**src/rtl/grant_burst_ctrl_pkg.sv**
```systemverilog
// Shared types and constants for the grant-driven burst controller.
// Holds the FSM state encoding, default widths and one-hot grant codes.
package grant_burst_ctrl_pkg;

    localparam int DEF_DATA_W = 8;
    localparam int DEF_LEN_W  = 4;

    localparam logic [1:0] GNT_NONE = 2'b00;
    localparam logic [1:0] GNT_R0   = 2'b01;
    localparam logic [1:0] GNT_R1   = 2'b10;
    localparam logic [1:0] GNT_BOTH = 2'b11;

    typedef enum logic [1:0] {
        IDLE = 2'd0,
        XFER = 2'd1,
        DONE = 2'd2
    } state_t;

    function automatic logic is_legal_grant(input logic [1:0] g);
        return (g == GNT_R0) || (g == GNT_R1);
    endfunction

endpackage

```
**src/rtl/grant_burst_ctrl_beat_counter.sv**
```systemverilog
// Burst beat counter: load, saturating decrement, clear; flags the final beat.
// Registered count, combinational last flag; never decrements below zero.
module beat_counter #(
    parameter int LEN_W = 4
) (
    input  logic             clk,
    input  logic             rst,
    input  logic             load_i,
    input  logic [LEN_W-1:0] load_val_i,
    input  logic             dec_i,
    input  logic             clr_i,
    output logic             last_o
);

    logic [LEN_W-1:0] cnt_q, cnt_d;
    logic             zero;

    assign zero   = (cnt_q == '0);
    assign last_o = (cnt_q == LEN_W'(1));

    always_comb begin
        cnt_d = cnt_q;
        if (clr_i) begin
            cnt_d = '0;
        end else if (load_i) begin
            cnt_d = load_val_i;
        end else if (dec_i && !zero) begin
            cnt_d = cnt_q - LEN_W'(1);
        end
    end

    always_ff @(posedge clk or posedge rst) begin
        if (rst) begin
            cnt_q <= '0;
        end else begin
            cnt_q <= cnt_d;
        end
    end

endmodule

```
**src/rtl/grant_burst_ctrl.sv**
```systemverilog
// Turns a one-hot arbiter grant into a length-counted burst; first beat one cycle after grant.
// out_ready low stalls the beat in place; losing the grant mid-burst aborts it.
module grant_burst_ctrl
    import grant_burst_ctrl_pkg::*;
#(
    parameter int DATA_W = DEF_DATA_W,
    parameter int LEN_W  = DEF_LEN_W
) (
    input  logic              clk,
    input  logic              rst,
    input  logic [1:0]        grant,
    input  logic [LEN_W-1:0]  len0,
    input  logic [LEN_W-1:0]  len1,
    input  logic [DATA_W-1:0] data0,
    input  logic [DATA_W-1:0] data1,
    input  logic              out_ready,
    output logic              out_valid,
    output logic [DATA_W-1:0] out_data,
    output logic              out_last,
    output logic              busy,
    output logic [1:0]        owner,
    output logic [1:0]        done,
    output logic              abort,
    output logic              err_multi
);

    state_t           state_q, state_d;
    logic [1:0]       owner_q, owner_d;
    logic             abort_q, abort_d;
    logic             err_q, err_d;

    logic [LEN_W-1:0] sel_len;
    logic             cnt_load, cnt_dec, cnt_clr, cnt_last;
    logic             beat;

    assign sel_len = (grant == GNT_R1) ? len1 : len0;
    assign beat    = out_valid && out_ready;

    beat_counter #(
        .LEN_W (LEN_W)
    ) u_beat_counter (
        .clk        (clk),
        .rst        (rst),
        .load_i     (cnt_load),
        .load_val_i (sel_len),
        .dec_i      (cnt_dec),
        .clr_i      (cnt_clr),
        .last_o     (cnt_last)
    );

    always_comb begin
        state_d  = state_q;
        owner_d  = owner_q;
        abort_d  = 1'b0;
        err_d    = err_q;
        cnt_load = 1'b0;
        cnt_dec  = 1'b0;
        cnt_clr  = 1'b0;

        case (state_q)
            IDLE: begin
                if (is_legal_grant(grant)) begin
                    owner_d  = grant;
                    cnt_load = 1'b1;
                    state_d  = (sel_len == '0) ? DONE : XFER;
                end else if (grant == GNT_BOTH) begin
                    err_d = 1'b1;
                end
            end
            XFER: begin
                // Completion wins over a grant change on the final beat.
                if (beat && cnt_last) begin
                    cnt_dec = 1'b1;
                    state_d = DONE;
                end else if (grant != owner_q) begin
                    state_d = IDLE;
                    owner_d = GNT_NONE;
                    abort_d = 1'b1;
                    cnt_clr = 1'b1;
                end else if (beat) begin
                    cnt_dec = 1'b1;
                end
            end
            DONE: begin
                state_d = IDLE;
                owner_d = GNT_NONE;
                cnt_clr = 1'b1;
            end
            default: begin
                state_d = IDLE;
                owner_d = GNT_NONE;
                cnt_clr = 1'b1;
            end
        endcase
    end

    always_ff @(posedge clk or posedge rst) begin
        if (rst) begin
            state_q <= IDLE;
            owner_q <= GNT_NONE;
            abort_q <= 1'b0;
            err_q   <= 1'b0;
        end else begin
            state_q <= state_d;
            owner_q <= owner_d;
            abort_q <= abort_d;
            err_q   <= err_d;
        end
    end

    assign out_valid = (state_q == XFER);
    assign out_last  = out_valid && cnt_last;
    assign busy      = (state_q != IDLE);
    assign owner     = owner_q;
    assign done      = (state_q == DONE) ? owner_q : GNT_NONE;
    assign abort     = abort_q;
    assign err_multi = err_q;

    always_comb begin
        out_data = '0;
        if (out_valid) begin
            case (owner_q)
                GNT_R0:  out_data = data0;
                GNT_R1:  out_data = data1;
                default: out_data = '0;
            endcase
        end
    end

endmodule
```
**config.mk**
```make
export PLATFORM = sky130hd
export DESIGN_NAME = grant_burst_ctrl
export DESIGN_NICKNAME = d
export VERILOG_FILES = /design/src/rtl/grant_burst_ctrl_pkg.sv /design/src/rtl/grant_burst_ctrl_beat_counter.sv /design/src/rtl/grant_burst_ctrl.sv
export SDC_FILE = /design/constraint.sdc
export NUM_CORES = 1
export LEC_CHECK = 0
export CAP_MARGIN = 10
export CORE_UTILIZATION = 41
export DETAILED_ROUTE_END_ITERATION = 8
export HOLD_SLACK_MARGIN = 0.02
export MAX_ROUTING_LAYER = met4
export PLACE_DENSITY = 0.84
export SLEW_MARGIN = 20
export SYNTH_ARGS = -nofsm -noshare
export SYNTH_HDL_FRONTEND = slang
export SYNTH_SLANG_ARGS = --single-unit
```
**constraint.sdc**
```tcl
create_clock -name clk -period 3.5 [get_ports clk]
set_input_delay 1.05 -clock clk [delete_from_list [all_inputs] [get_ports clk]]
set_output_delay 1.05 -clock clk [all_outputs]
set_load 0.005 [all_outputs]
```
==> out/qor.yml <==
outcome: "finished clean"
tightest_slew_ps: 402.3
worstPathArrival_ps: 2270
synth-edff-count: 0
timing.critical_path.mode_cell: "clkdlybuf4s50_1"
die_w_um: 47.46
synth.avg_cell_area_um2: 8.471
grt_max_degree: 11
initial_core_util_pct: 43.62
dpl-instance-area_um2: 1320
cts_made_buffers: 3
clock_sinks: 10
rsz0062_at_grt: "false"
avgRoutedWirePerCell_um: 13.97
setup_tns_ps: 0
hold_violations: 0
grt_usage_pct: 24.33
synth.most_common_cell: "nor2_1"
core-area_um2: 1942
post-route-min-period_ps: 3322
dr.first_iter.drc_count: 25
wl_mm: 2.389
synthArstFlopShare_pct: 100.0
timing.rr.start: "u_beat_counter.cnt_q[0]"
cp-startpoint: "data1[5]"
final_nets: 182
leakagePower_nw: 0.5375
critPathMaxStageDelay_ps: 540
ys_ff_latch: 10
diodes: 0
path_buf_inv: 2
cp_top_family: "buffers and inverters"
grt_pass1_wl_mm: 3.588
peakVddDrop_uv: 346.4
synth_top_cell_by_area: "dfrtp_1"
start_kind: "input pin"
vias: 919
dp_worst_setup_slack_ps: 165.4
synthTopCellsByArea: "dfrtp_1, ha_1, a22oi_1"
hold_path_class: "flip-flop to flip-flop"
finalPower_mw: 0.8065
worstHoldStart: "err_multi"
yosysWarningCount: 0
antenna_found_initial: 0
stdcell_area_um2: 1343
relSlewSlack_pct: 73.15
ys_top_cells_by_count: "nor2_1, dfrtp_1, a22oi_1, ha_1, inv_1"
finalSetupViolCount: 0
synth_top_area_share_pct: 29.54
drive_gt1_share_pct: 4.861
synth_flop_cell: "dfrtp_1"
path_clk_slew_ps: 70
dp_cells: 168
required_ps: 2450
gp_congestion: 0.8003
ctsHoldBuffers: 0
min_period_over_period_pct: 94.92
syn-num-nets: 136
crit_fanout: 1
first_pass_iters: 5
synthesis.instances: 100
syn_to_final_growth_pct: 58.49
final_cells: 171
ios: 46
drv_cap: 0
criticalPathCategory: "input pin to primary output"
fp.dieH_um: 47.46
grt_pass1_vias: 872
p_per_area_nw_per_um2: 600.7
grt_overflow: 0
cts_tree: "yes"
path_cells: "clkdlybuf4s50_1 -> a22oi_1 -> nor2_1 -> clkdlybuf4s50_1"
clockRootBuffer: "clkbuf_4"
fp-row-count: 16
cts_max_path_buffers: 2
place_hpwl_mm: 1.945
drc: 0
synth_cell_types: 34
syn-cell-area_um2: 847.1
endpoint_kind: "primary output"
fmax_mhz: 301.0
die_area_um2: 2252
postCtsResizedCells: 0
final.fill_count: 171
final_antenna_net_count: 0
insertion_delay_ps: 270
routed_via_density: 5.374
drv_slew: 0
skew_ps: 9.465
setup_ws_ps: 177.8
post_cts.repair.setup_buffers: 0
port_buffers: 45
htree_levels: 1
ys_seq_area_share_pct: 29.54
worst_path_max_delay_cell: "clkdlybuf4s50_1"
[area by class of cell]
class / count / area, um2 / share of cell area, %
inverters: 8 / 30.03 / 2.237
flip-flops and latches: 10 / 250.2 / 18.64
well taps: 27 / 33.78 / 2.516
clock buffers: 3 / 22.52 / 1.678
repair buffers: 46 / 457.9 / 34.11
multi-input cells: 77 / 548.0 / 40.82
[per-stage QoR]
step	utilization (%)	hold slack [ps]
2_1_floorplan	-	451.0
3_3_place_gp	67.98	442.1
3_5_place_dp	67.98	443.4
4_1_cts	69.14	465.2
5_1_grt	69.14	495.3
6_report	69.14	465.7
[flip-flops by register name, indices dropped and copies added (netlist names)]
| register | cells |
|---|---|
| owner | 2 |
| abort | 1 |
| err_multi | 1 |
| state_q | 2 |
| u_beat_counter.cnt_q | 4 |
[kinds of logic (layout without fill, tap and decap cells)]
group	Yosys count	after routing	synth area share, %
and+or+nand+nor	42	42	28.51
AOI/OAI and AO/OA	22	22	19.06
buffers and inverters	13	57	5.761
DFF	10	10	29.54
adders and majority gates	7	7	10.34
muxes	4	4	4.727
xor gates and xnor gates	2	2	2.068
[layout by cell type (no fill, tap or decap), types with 3 or more instances in the layout]
master,n
dfrtp_1,10
nor3_1,4
nor2_1,13
nand2b_1,3
clkdlybuf4s50_1,45
nand2_1,5
nand3_1,3
ha_1,7
a22oi_1,8
mux2i_1,4
clkbuf_4,3
o211ai_1,3
inv_1,7
[power breakdown]
group / switching [mW] / internal (mW)
Combinational: 0.253 / 0.256
Clock: 0.0415 / 0.0398
Sequential: 0.0559 / 0.160
[final timing paths]
path                                      endpoint  slack (ps)  depth (start not counted)
max                                    out_data[5]         180                          4
min                                      err_multi         470                          1
max reg2reg                u_beat_counter.cnt_q[2]        1680                          6
min reg2reg                              err_multi         470                          1
max in group asynchronous  u_beat_counter.cnt_q[1]        2150                          2
min in group asynchronous               state_q[1]        1050                          2
[worst reg2reg max path: cells and delay by family (launching register included)]
family | cells | cell delay (ps)
flip-flops | 1 | 400
AND/OR/NAND/NOR | 3 | 790
AO/OA/AOI/OAI | 1 | 240
adder cells (fa/ha/maj) | 1 | 150
buffers and inverters | 1 | 120
[layer usage]
metal / up-vias / global-route usage (%) / part of all wire [%]
li1: 456 / - / -
met1: 420 / 24.07 / 40
met2: 38 / 45.48 / 53
met4: 0 / 10.29 / 1.5
met5: - / - / 0
met3: 5 / 4.906 / 6.0
No activity file was read; power rests on OpenSTA's default activity.
==> edit 1, RTL diff (config.mk and constraints unchanged) <==
The package constant `DEF_DATA_W` goes from 8 to 10.
--- a/src/rtl/grant_burst_ctrl_pkg.sv
+++ b/src/rtl/grant_burst_ctrl_pkg.sv
@@ -3,5 +3,5 @@
 package grant_burst_ctrl_pkg;
 
-    localparam int DEF_DATA_W = 8;
+    localparam int DEF_DATA_W = 10;
     localparam int DEF_LEN_W  = 4;
 
Interface: changed (resized data0, data1 and out_data); port bits go from 46 to 52. The function was not compared with the original's and may differ.
==> edit 1 against the original RTL <==
Final cell count rose by 2.3%; total power rose by 1.4%; count of clock-buffer cells in the layout is the same; synthesized area rose by 0.30%; wire length decreased by 4.7%; register-to-register slack worse by 0.14 ns; first-iteration DRC count shrank 24%; sequential cell count did not move; setup slack improved by 0.055 ns; synthesized cell count decreased by 2.0%; via count rose by 0.98%; final area rose by 4.4%; highest routed layer unchanged.
==> edit 1: results (changes against the original RTL) <==
{
  "outcome": "finished clean",
  "numPortBuffers": {"value": 51, "change": "+13%"},
  "first_iter_violations": {"value": 19, "change": "-24%"},
  "timing.critical_path.arrival": {"value": 2.22, "unit": "ns", "change": "-0.05 ns"},
  "ys_top_cells_by_area": "dfrtp_1 (29%), ha_1 (10%), a22oi_1 (8.8%), nor2_1 (8.0%), mux2_2 (5.3%)",
  "place.detailed.hpwl": {"value": 1860, "unit": "µm", "change": "-4.2%"},
  "start_point_of_the_critical_path": "data1[2]",
  "synthXorXnorAreaFrac": {"value": 4.12, "unit": "%", "change": "+2.1 points"},
  "globalplace.congestion": {"value": 0.830, "change": "+3.7%"},
  "grt_first_pass_wirelength": {"value": 3280, "unit": "µm", "change": "-8.7%"},
  "synth-seq-area-share": {"value": 29.5, "unit": "%", "change": "-0.087 points"},
  "compound_cell_area_share_of_the_yosys_netlist": {"value": 20.9, "unit": "%", "change": "+1.9 points"},
  "drtPass1Iterations": {"value": 4, "change": "-1"},
  "yosys.area_share.adder": {"value": 10.3, "unit": "%", "change": "-0.030 points"},
  "mappedNetlistNets": {"value": 138, "change": "+1.5%"},
  "p_leak": {"value": 0.000567, "unit": "µW", "change": "+5.5%"},
  "post_dr_wirelength_cell": {"value": 13.0, "unit": "µm", "change": "-6.9%"},
  "synth.distinct_cells": {"value": 32, "change": "-5.9%"},
  "critical_path.reg2reg.endpoint": "u_beat_counter.cnt_q[1]$_DFFE_PP0P_",
  "final.hold.worst_slack": {"value": 0.464, "unit": "ns", "change": "-0.00203 ns"},
  "regToRegSetupSlack": {"value": 1.54, "unit": "ns", "change": "-0.14 ns"},
  "number_of_cells_on_the_worst_reg_to_reg_path": {"value": 7, "change": "+1"},
  "num-nets-final": {"value": 190, "change": "+4.4%"},
  "number_of_global_route_vias_before_repair": {"value": 832, "change": "-4.6%"},
  "ir_worst_vdd": {"value": 0.000375, "unit": "V", "change": "+8.4%"}
}
edit 1: layer usage:
| metal | routed length, µm | up-vias | GRT usage [%] |
|---|---|---|---|
| li1 | - | 445 | - |
| met3 | 301 | 6 | 4.53 |
| met4 | 40 | 0 | 10.3 |
| met2 | 1060 | 50 | 38.1 |
| met1 | 871 | 427 | 21.9 |
| met5 | 0 | - | - |
edit 1: logic make-up after synthesis:
kind of cell / count (synthesis)
XOR/XNOR: 4
AO/OA/AOI/OAI: 22
flip-flops: 10
multiplexers: 5
adder cells (fa/ha/maj): 7
buffers and inverters: 13
AND/OR/NAND/NOR: 37
edit 1: worst max path at each step:
| stage | to | cells past startpoint |
|---|---|---|
| final | out_data[2] | 4 |
| after global routing | out_data[8] | 4 |
| after CTS | out_data[2] | 4 |
| after detailed placement | out_data[1] | 4 |
| after global placement | out_data[7] | 4 |
| after floorplan | out_data[0] | 2 |
edit 1: final cells by class:
cell class,instances,share of cell area (%)
timing repair buffer,51,36.4
clock buffer,3,1.61
multi-input combinational,75,39.3
tap,27,2.41
sequential,10,17.9
inverter,9,2.41
edit 1: power by group:
part / internal (µW) / switching (µW) / leakage (µW)
Clock: 39.7 / 37.6 / 0.0000138
Combinational: 274 / 253 / 0.000430
Sequential: 161 / 52.0 / 0.000123
edit 1: through the flow:
stage	total power, µW	std cells	setup WS (ns)	util (%)
after floorplan	537	98	1.18	-
after global placement	725	172	0.250	70.3
after detailed placement	741	172	0.233	70.3
after CTS	823	175	0.228	71.4
after global routing	888	175	0.163	71.4
final	818	175	0.233	71.4
==> edit 2, RTL diff (config.mk and constraints unchanged) <==
Without the edit above. Reset style: synchronous (`rst`), changed in 2 clocked blocks.
--- a/src/rtl/grant_burst_ctrl_beat_counter.sv
+++ b/src/rtl/grant_burst_ctrl_beat_counter.sv
@@ -30,5 +30,5 @@
     end
 
-    always_ff @(posedge clk or posedge rst) begin
+    always_ff @(posedge clk) begin
         if (rst) begin
             cnt_q <= '0;
--- a/src/rtl/grant_burst_ctrl.sv
+++ b/src/rtl/grant_burst_ctrl.sv
@@ -95,5 +95,5 @@
     end
 
-    always_ff @(posedge clk or posedge rst) begin
+    always_ff @(posedge clk) begin
         if (rst) begin
             state_q <= IDLE;
Behaviour: differs if rst is asserted again (counterexample within 4 cycles, from zero or initial values and one cycle with rst high); with rst held inactive, the same outputs for 10 cycles.
==> edit 2 against the original RTL <==
Clock skew decreased by 0.0047 ns; global-route usage increased by 0.33 points; sequential cell count unchanged; final area decreased by 5.5%; critical endpoint is now out_data[4]; sequential share of layout area decreased by 2.9 points; setup slack improved by 0.044 ns; first-iteration DRC count decreased by 44%; wire length increased by 0.59%; synthesized area decreased by 7.1%.
Power is not compared: it rests on default switching activity, and its combinational part moved more than twofold at a synthesized area within 25%.
==> edit 2: results (changes against the original RTL) <==
{
  "pre_cts_setup_slack": {"value": 0.218, "unit": "ns", "change": "+0.0530 ns"},
  "first_iter_violations": {"value": 14, "change": "-44%"},
  "globalplace.congestion": {"value": 0.806, "change": "+0.69%"},
  "num-nets-final": {"value": 179, "change": "-1.6%"},
  "ys_top_cells_by_area": "dfxtp_1 (25%), a22oi_1 (10%), ha_1 (9.5%), nor2_1 (8.6%), mux2_2 (5.7%)",
  "finClkSkew": {"value": 0.00475, "unit": "ns", "change": "-0.00471 ns"},
  "mappedNetlistNets": {"value": 134, "change": "-1.5%"},
  "met2_usage": {"value": 45.4, "unit": "%", "change": "-0.051 points"},
  "max_slew.worst_pin.slew": {"value": 0.465, "unit": "ns", "change": "+0.0626 ns"},
  "number_of_global_route_vias_before_repair": {"value": 835, "change": "-4.2%"},
  "synth-seq-area-share": {"value": 25.4, "unit": "%", "change": "-4.1 points"},
  "post_route_cells_drive_above_1_share": {"value": 9.15, "unit": "%", "change": "+4.3 points"},
  "critical_path.max_stage_delay": {"value": 0.50, "unit": "ns", "change": "-0.04 ns"},
  "ys_top_cells_by_count": "nor2_1 (18), a22oi_1 (11), dfxtp_1 (10)",
  "met1_usage": {"value": 22.4, "unit": "%", "change": "-1.7 points"},
  "grt_first_pass_wirelength": {"value": 3550, "unit": "µm", "change": "-1.2%"},
  "async_reset_ff_share": {"value": 0, "unit": "%", "change": "-100 points"},
  "wl": {"value": 2400, "unit": "µm", "change": "+0.59%"},
  "place.detailed.hpwl": {"value": 1950, "unit": "µm", "change": "+0.16%"},
  "groute.usage.overall": {"value": 24.7, "unit": "%", "change": "+0.33 points"},
  "grt_start_max_net_pins": {"value": 10, "change": "-1"},
  "timing.critical_path.arrival": {"value": 2.23, "unit": "ns", "change": "-0.04 ns"},
  "drtPass1Iterations": {"value": 4, "change": "-1"},
  "ys.flop_type": "dfxtp_1",
  "numPlacedInstances": {"value": 164, "change": "-2.4%"},
  "outcome": "finished clean",
  "post_drt_via_cell_ratio": {"value": 5.47, "change": "+1.7%"},
  "synth.distinct_cells": {"value": 30, "change": "-12%"},
  "groute.layer.met3.usage": {"value": 6.35, "unit": "%", "change": "+1.4 points"},
  "postSynthCellCount": {"value": 99, "change": "-1.0%"}
}
-- edit 2: cell types whose count changed after synthesis, moves of 3 or more --
cell	delta
xnor2_1	+4
mux2i_1	-4
dfxtp_1	+10
nor2_1	+5
a22oi_1	+3
and3_1	+3
o211ai_1	-3
mux2_2	+4
dfrtp_1	-10
-- edit 2: final cells by class --
type	count	area share (%)
inverters	8	2.37
multi-input cells	76	42.1
clock buffers	3	1.78
flip-flops and latches	10	15.8
well taps	25	2.47
repair buffers	45	35.5
-- edit 2: path summary, 6_finish.rpt --
path,startpoint,depth (start not counted),end,slack [ns]
worst max-delay path,data0[4],4,out_data[4],0.22
worst max register to register,u_beat_counter.cnt_q[1]$_SDFFE_PP0P_,6,u_beat_counter.cnt_q[2]$_SDFFE_PP0P_,1.90
worst min register to register,err_multi$_SDFFE_PP0P_,2,err_multi$_SDFFE_PP0P_,0.50
worst min-delay path,err_multi$_SDFFE_PP0P_,2,err_multi$_SDFFE_PP0P_,0.50
-- edit 2: metal layers --
layer,vias up,routed length [µm]
li1,447,-
met1,421,931
met2,39,1190
met3,6,218
met4,0,59
met5,-,0
-- edit 2: power groups by stage --
stage,registers (µW),clock network (µW),logic [µW]
after floorplan,137,0,89.3
after global placement,142,0,146
after detailed placement,143,0,151
after CTS,140,80.5,152
after global routing,142,86.7,166
final,141,81.1,152
-- edit 2: worst min-delay path, stage by stage, from the launching register on --
cell and delay [ns]:
dfxtp_1 0.34, a21oi_1 0.05, nor2_1 0.08
-- edit 2: cells by family (layout without fill, tap and decap cells) --
| kind of cell | Yosys count | after routing | synth area share [%] |
|---|---|---|---|
| AND/OR/NAND/NOR | 40 | 40 | 26.2 |
| AO/OA/AOI/OAI | 22 | 22 | 21.9 |
| buffers and inverters | 13 | 56 | 6.68 |
| flip-flops | 10 | 10 | 25.4 |
| adder cells (fa/ha/maj) | 6 | 6 | 9.54 |
| XOR/XNOR | 4 | 4 | 4.45 |
| multiplexers | 4 | 4 | 5.72 |
-- edit 2: stage by stage --
stage / utilization, % / instance area, µm²
floorplan: - / 787
global placement: 70.6 / 1250
detailed placement: 70.6 / 1250
CTS: 71.9 / 1270
global route: 71.9 / 1270
finish: 71.9 / 1270
